<file path="config.mk">
export PLATFORM = sky130hd
export DESIGN_NAME = if_stage
export DESIGN_NICKNAME = d
export VERILOG_FILES = /design/src/rtl/core_pkg.sv /design/src/rtl/if_hold_buffer.sv /design/src/rtl/if_stage.sv
export SDC_FILE = /design/constraint.sdc
export NUM_CORES = 1
export LEC_CHECK = 0
export ABC_AREA = 1
export BUFFER_PORTS_ARGS = -buffer_cell sky130_fd_sc_hd__buf_2
export CORE_MARGIN = 1.5
export CORE_UTILIZATION = 26
export CTS_BUF_LIST = sky130_fd_sc_hd__clkbuf_4
export DETAILED_ROUTE_END_ITERATION = 10
export GPL_TIMING_DRIVEN = 0
export SETUP_SLACK_MARGIN = 0.1
export SYNTH_ARGS = -nofsm -noshare
export SYNTH_HDL_FRONTEND = slang
export SYNTH_HIERARCHICAL = 1
export SYNTH_SLANG_ARGS = --single-unit
</file>
<file path="constraint.sdc">
create_clock -name clk -period 4.2 [get_ports clk]
set_clock_uncertainty 0.2 [all_clocks]
set_input_delay 0.21 -clock clk [delete_from_list [all_inputs] [get_ports clk]]
set_output_delay 0.21 -clock clk [all_outputs]
set_load 0.05 [all_outputs]
</file>
<file path="src/rtl/core_pkg.sv">
// Shared core definitions: PC redirect source encodings and fetch-stage types.
package core_pkg;

  localparam logic [3:0] PC_BOOT   = 4'h0;
  localparam logic [3:0] PC_JUMP   = 4'h2;
  localparam logic [3:0] PC_BRANCH = 4'h3;

  typedef enum logic [0:0] {S_IDLE, S_RUN} if_state_e;

  parameter int unsigned PC_INCR = 4;

  // Redirect targets are always word aligned before they reach the PC.
  function automatic logic [31:0] alignPc(input logic [31:0] addr);
    return {addr[31:2], 2'b00};
  endfunction

endpackage

</file>
<file path="src/rtl/if_hold_buffer.sv">
// One-entry skid register that parks a fetched instruction while ID stalls.
module if_hold_buffer
  import core_pkg::*;
(
  input  logic        clk,
  input  logic        rst,
  input  logic        resp_valid_i,
  input  logic        id_ready_i,
  input  logic        flush_i,
  input  logic [31:0] rdata_i,
  input  logic [31:0] pc_i,
  output logic        hold_valid_o,
  output logic [31:0] hold_instr_o,
  output logic [31:0] hold_pc_o
);

  logic        hold_valid_q, hold_valid_d;
  logic [31:0] hold_instr_q, hold_instr_d;
  logic [31:0] hold_pc_q, hold_pc_d;
  logic        capture;

  // Only a live response that ID refused, with no redirect pending, is parked.
  assign capture = !hold_valid_q && resp_valid_i && !id_ready_i && !flush_i;

  always_comb begin
    hold_valid_d = hold_valid_q;
    hold_instr_d = hold_instr_q;
    hold_pc_d    = hold_pc_q;
    if (capture) begin
      hold_valid_d = 1'b1;
      hold_instr_d = rdata_i;
      hold_pc_d    = pc_i;
    end else if (id_ready_i || flush_i) begin
      hold_valid_d = 1'b0;
    end
  end

  always_ff @(posedge clk) begin
    if (rst) begin
      hold_valid_q <= 1'b0;
      hold_instr_q <= '0;
      hold_pc_q    <= '0;
    end else begin
      hold_valid_q <= hold_valid_d;
      hold_instr_q <= hold_instr_d;
      hold_pc_q    <= hold_pc_d;
    end
  end

  assign hold_valid_o = hold_valid_q;
  assign hold_instr_o = hold_instr_q;
  assign hold_pc_o    = hold_pc_q;

endmodule

</file>
<file path="src/rtl/if_stage.sv">
// Instruction-fetch stage: PC register, next-PC mux, fetch FSM and ID handshake.
module if_stage
  import core_pkg::*;
#(
  parameter logic [31:0] BOOT_ADDR = 32'h0000_0000
) (
  input  logic        clk,
  input  logic        rst,
  input  logic        fetch_enable_i,
  input  logic        pc_set_i,
  input  logic [3:0]  pc_mux_sel_i,
  input  logic [31:0] jump_target_i,
  input  logic [31:0] branch_target_i,
  input  logic        id_ready_i,
  output logic        instr_req_o,
  output logic [31:0] instr_addr_o,
  input  logic [31:0] instr_rdata_i,
  output logic        instr_valid_o,
  output logic [31:0] instr_o,
  output logic [31:0] pc_id_o
);

  if_state_e   state_q, state_d;
  logic [31:0] pc_q, pc_d;
  logic        resp_valid_q, resp_valid_d;
  logic [31:0] resp_pc_q, resp_pc_d;

  logic        hold_valid;
  logic [31:0] hold_instr;
  logic [31:0] hold_pc;
  logic        present_valid;
  logic        issue;

  if_hold_buffer u_hold (
    .clk          (clk),
    .rst          (rst),
    .resp_valid_i (resp_valid_q),
    .id_ready_i   (id_ready_i),
    .flush_i      (pc_set_i),
    .rdata_i      (instr_rdata_i),
    .pc_i         (resp_pc_q),
    .hold_valid_o (hold_valid),
    .hold_instr_o (hold_instr),
    .hold_pc_o    (hold_pc)
  );

  assign present_valid = hold_valid || resp_valid_q;

  // A new fetch may only go out when the slot toward ID will be free next cycle.
  assign issue = (state_q == S_RUN) && !pc_set_i && (id_ready_i || !present_valid);

  always_comb begin
    state_d      = state_q;
    pc_d         = pc_q;
    resp_valid_d = issue;
    resp_pc_d    = issue ? pc_q : resp_pc_q;
    if (state_q == S_IDLE && fetch_enable_i) begin
      state_d = S_RUN;
    end
    if (pc_set_i) begin
      unique case (pc_mux_sel_i)
        PC_BOOT:   pc_d = alignPc(BOOT_ADDR);
        PC_JUMP:   pc_d = alignPc(jump_target_i);
        PC_BRANCH: pc_d = alignPc(branch_target_i);
        default:   pc_d = pc_q;
      endcase
    end else if (issue) begin
      pc_d = pc_q + 32'(PC_INCR);
    end
  end

  always_ff @(posedge clk) begin
    if (rst) begin
      state_q      <= S_IDLE;
      pc_q         <= BOOT_ADDR;
      resp_valid_q <= 1'b0;
      resp_pc_q    <= BOOT_ADDR;
    end else begin
      state_q      <= state_d;
      pc_q         <= pc_d;
      resp_valid_q <= resp_valid_d;
      resp_pc_q    <= resp_pc_d;
    end
  end

  assign instr_req_o   = issue;
  assign instr_addr_o  = pc_q;
  assign instr_valid_o = present_valid && !pc_set_i;
  assign instr_o       = hold_valid ? hold_instr : instr_rdata_i;
  assign pc_id_o       = hold_valid ? hold_pc : resp_pc_q;

endmodule
</file>
# After elaboration in Yosys (flattened, before gate mapping)
# Cells that the tools add are included.
[word_totals]
register_bits = 131
out_inout_bits = 98
inputBits = 105
[op_classes]
addsub = 1
muxes = 7
bitwise = 1
eq_ne = 3
n_reduce_logical = 18
[ops]
columns = ["operator", "count"]
rows = [
  ["$mux W32", 4],
  ["$pmux W32 S3", 1],
  ["$add A32 B3 Y32 const B", 1],
  ["$eq A4 B2 Y1 const B", 2],
  ["$logic_and A1 B1 Y1", 7],
  ["$logic_not A1 Y1", 4],
  ["$logic_not A4 Y1", 1],
  ["$ne A4 B1 Y1 const B", 1],
  ["$reduce_bool A2 Y1", 2],
  ["$logic_or A1 B1 Y1", 3],
  ["$mux W1", 2],
  ["$reduce_and A2 Y1", 1],
  ["$not A1 Y1", 1],
]

# Logic depth before layout (Yosys ltp)
[logic_depth]
depth_word = 6
mapped_depth = 10
depth_no_buf = 10

# Cells and area by module
# Netlist, hierarchy kept.
[modules_own_cells]
columns = ["module", "area_each_um2", "seq_area_each_um2", "cells_per_inst", "instances"]
rows = [
  ["if_stage", 4400.5, 1241.2, 806, 1],
  ["if_hold_buffer", 2952.8, 1301.2, 425, 1],
]

# Worst setup path after synthesis
# No wires, ideal clock.
[synth_timing]
path_kind = "register -> register"
start = "reg pc_q[3], in the netlist instr_addr_o[3]"
end = "reg pc_q[22], in the netlist instr_addr_o[22]"
period_less_slack_ns = 2.108
stages_incl_launch_ff = 11
setup_slack_ns = 2.092
required_time_ns = 3.868
setup_time_ns = 0.132
n_path_buf = 0
arrival_ns = 1.776
path_cell_list = "dfxtp_1 > ha_1 > nand2_1 > nor2_2 > nand2_2 > nor2_4 > nand2_1 > nand2_1 > nand3_1 > nand2_1 > a21oi_1"
[synth_between]
elab_chain_cells = 3
[synth_rtl]
columns = ["element", "line_no", "source"]
rows = [
  ["from (decl)", "if_stage.sv:24", "logic [31:0] pc_q, pc_d;"],
  ["from (signal assigned)", "if_stage.sv:80", "pc_q <= pc_d;"],
  ["$add A32 B3 Y32", "if_stage.sv:68", "pc_d = pc_q + 32'(PC_INCR);"],
  ["$mux W32", "if_stage.sv:67", "end else if (issue) begin"],
  ["$mux W32", "if_stage.sv:60", "if (pc_set_i) begin"],
]
# Every way passes these cells. The select of a mux whose other input is x is not followed.
# A chain may end at the register's enable or synchronous reset.

# Worst setup path after layout
[layout_timing]
start = "reg u_hold.hold_valid_q, in the netlist u_hold/hold_valid_o"
end = "out pc_id_o[25]"
[layout_between]
elab_chain_cells = 1
[layout_rtl]
columns = ["element", "line_no", "source"]
rows = [
  ["from (decl)", "if_hold_buffer.sv:17", "logic hold_valid_q, hold_valid_d;"],
  ["from (signal assigned)", "if_hold_buffer.sv:44", "hold_valid_q <= hold_valid_d;"],
  ["$mux W32", "if_stage.sv:90", "assign pc_id_o = hold_valid ? hold_pc : resp_pc_q;"],
  ["to (decl)", "if_stage.sv:20", "output logic [31:0] pc_id_o"],
]
# Every way passes these cells.

==> metrics.txt <==
CTS max path bufs=2; ranking of synthesized cells by area=sky130_fd_sc_hd__dfxtp_1 (35%), sky130_fd_sc_hd__nand2_1 (24%), sky130_fd_sc_hd__a21oi_1 (7.6%); routed length per instance=13.4 um; Pleak=4.76 nW; Die H=171 um; I/O pin total=203; CTS tree=done; Total Neg Setup Slack=0 ps; power density of the placed cells=270 nW/um^2; stage delay of the slowest cell on the critical path=520 ps; overall via count from detail_route=8624; Final Cell Area=10000 um^2; Worst Setup Slack, final=1360 ps; via count of the first global-routing pass=7684; maximum number of pins on one net before global-route repair=17; final critical-path required period=2840 ps; Cell Rows=61; FMAX=353 MHz; Synth area leader=sky130_fd_sc_hd__dfxtp_1; data required time of the worst path=3790 ps; data arrival time at the worst-slack endpoint=2430 ps; Yosys reg bits=127; number of setup violations in the final report=0; average vias per placed instance=4.46; crit share post-route=0.675; number of max-slew violations in the final report=0; total overflow reported by the global router=0; fraction of final layout cells with drive strength greater than 1=0.181; width of the chip=171 um; synthesized netlist cell count=1231; Clock transition at path regs=110 ps; Startpoint Class=flip-flop; post-placement setup slack=1930 ps; CP cell instances=clkbuf_1 -> clkbuf_1 -> nand2_1 -> nand2_1 -> buf_2; max-slew headroom at the worst pin=0.609; total length of routed wires=25900 um; Num CTS Buffers=17; average cell area after synthesis=5.97 um^2; gr usage total=0.173; setup slack on the worst flop-to-flop path=1550 ps; Std-Cell Core Area=27800 um^2; CP max FO=10; count of routing violations after the opening detailed-route iteration=795; critical path type=flip-flop to output port; later-pin clock latency in the skew report=540 ps; cell chosen for the clock root=sky130_fd_sc_hd__clkbuf_4; post-synth design cell area=7350 um^2; RSZ-0062 raised after global routing=no; first-pass GRT wire length=39600 um; starting utilization of the core area=0.265; post-layout instance count excluding filler cells=1935; part of the Yosys area used for sequential elements=0.346; total of warnings raised by yosys=6; net total in the final layout=1651; layout overhead on the synthesized area=36.0%; element type at the critical path end=output port; number of maximum-capacitance constraint violations=0; DR DRC count=0; status=finished, final reports clean; HPWL after DPL=19400 um; Final Hold Fails=0; area enclosed by the die boundary=29300 um^2; count of input and output buffers=196; standard cell area after detailed placement=8820 um^2; Yosys top cell area share=0.346; peak ir drop on the vdd network=0.000131 V; number of buffers inserted to repair setup after CTS=0; worst min-delay path class=primary input to flip-flop; last weighted congestion value of the routability-driven placer=0.910; number of antenna violations at the first check in global routing=1; total placed cells including tap cells=1808; Antenna Nets Post-Route=0; final hold slack=38.9 ps; Pre-Repair DR Iteration Count=7; Netlist cell types=32; slew at the pin with the worst max-slew slack=587 ps; cell at the slowest stage of the critical path=sky130_fd_sc_hd__clkbuf_1; depth of the CTS H-tree=4; # clock sinks=127
==> Yosys cell counts, drive strengths merged <==
library cell,count
a21oi,112
a22o,2
a2bb2oi,1
a31oi,1
and2,2
buf,53
clkbuf,29
conb,1
dfxtp,127
ha,1
inv,107
nand2,467
nand3,99
nand3b,1
nand4,4
nor2,150
nor3,3
o211ai,2
o21ai,59
or2,2
xnor2,2
xor2,6
==> worst paths after layout <==
kind | depth (start not counted) | start | end
hold / removal | 6 | id_ready_i | u_hold/hold_instr_o[26]
hold reg to reg | 2 | u_hold/hold_pc_o[16] | u_hold/hold_pc_o[16]
setup / recovery | 5 | u_hold/hold_valid_o | pc_id_o[25]
setup reg to reg | 9 | u_hold/hold_valid_o | instr_addr_o[2]
==> where the power goes <==
part           total (mW)  internal, mW  switching (mW)  leakage (nW)
Sequential           1.30          1.25          0.0488          1.03
Combinational       0.665         0.225           0.440          3.60
Clock               0.735         0.285           0.450         0.125
==> sequential cells by signal (all words and copies together) (netlist names) <==
| register | flops |
|---|---|
| u_hold/hold_valid_o | 1 |
| resp_valid_q | 1 |
| resp_pc_q | 30 |
| state_q | 1 |
| instr_addr_o | 30 |
| u_hold/hold_instr_o | 32 |
| u_hold/hold_pc_o | 32 |
==> metrics by stage <==
stage / power [mW] / util
after CTS: 2.72 / 0.360
after global placement: 1.92 / 0.317
after detailed placement: 1.93 / 0.317
after global routing: 2.83 / 0.360
final: 2.70 / 0.360
after floorplan: 1.73 / -
==> logic make-up (layout without fill, tap and decap cells) <==
| group | after synthesis | after routing | synth area share |
|---|---|---|---|
| XOR/XNOR | 8 | 8 | 0.00953 |
| AO/OA/AOI/OAI | 177 | 177 | 0.123 |
| other | 1 | 5 | 0.000510 |
| adder cells (fa/ha/maj) | 1 | 1 | 0.00170 |
| AND/OR/NAND/NOR | 728 | 728 | 0.400 |
| flip-flops | 127 | 127 | 0.346 |
| buffers and inverters | 189 | 511 | 0.120 |
==> critical path, delay by kind of cell (launching register included) <==
family,cells,cell delay [ps]
buffers and inverters,3,1240
flip-flops,1,420
AND/OR/NAND/NOR,2,230
==> final cells by class <==
| type | instances | area [um^2] |
|---|---|---|
| flip-flops and latches | 127 | 2540 |
| repair buffers | 292 | 1940 |
| well taps | 378 | 473 |
| clock inverters | 11 | 76.3 |
| multi-input cells | 918 | 3940 |
| clock buffers | 19 | 143 |
| diodes | 1 | 2.50 |
| fillers | 3084 | 17800 |
| plain buffers | 82 | 480 |
| inverters | 107 | 402 |
==> placed cells by master, fill, tap and decap left out, drive strengths merged <==
cell	instances
nand3	99
clkinvlp	1
dlygate4sd3	96
o211ai	2
nor2	150
nor3	3
nand3b	1
clkinv	9
a31oi	1
dfxtp	127
conb	4
inv	107
nand4	4
xor2	6
a2bb2oi	1
a21oi	112
a22o	2
bufinv	1
xnor2	2
clkbuf	48
diode	1
ha	1
buf	249
o21ai	59
or2	2
and2	2
nand2	467
==> what timing repair did <==
item                                   in CTS  in global routing
hold buffers                               96                  0
endpoints found under the hold margin      64                  0
resized for setup                           0                  0
==> metal layers <==
| metal | track usage | vias up | share of wire | routed length [um] |
|---|---|---|---|---|
| met4 | 0.0408 | 0 | 0.010 | 267 |
| met2 | 0.287 | 348 | 0.45 | 11700 |
| met3 | 0.0364 | 17 | 0.075 | 1960 |
| met1 | 0.228 | 3783 | 0.46 | 12000 |
| li1 | - | 4476 | - | - |
| met5 | 0 | - | 0 | 0 |
No activity file was read; power rests on OpenSTA's default activity.
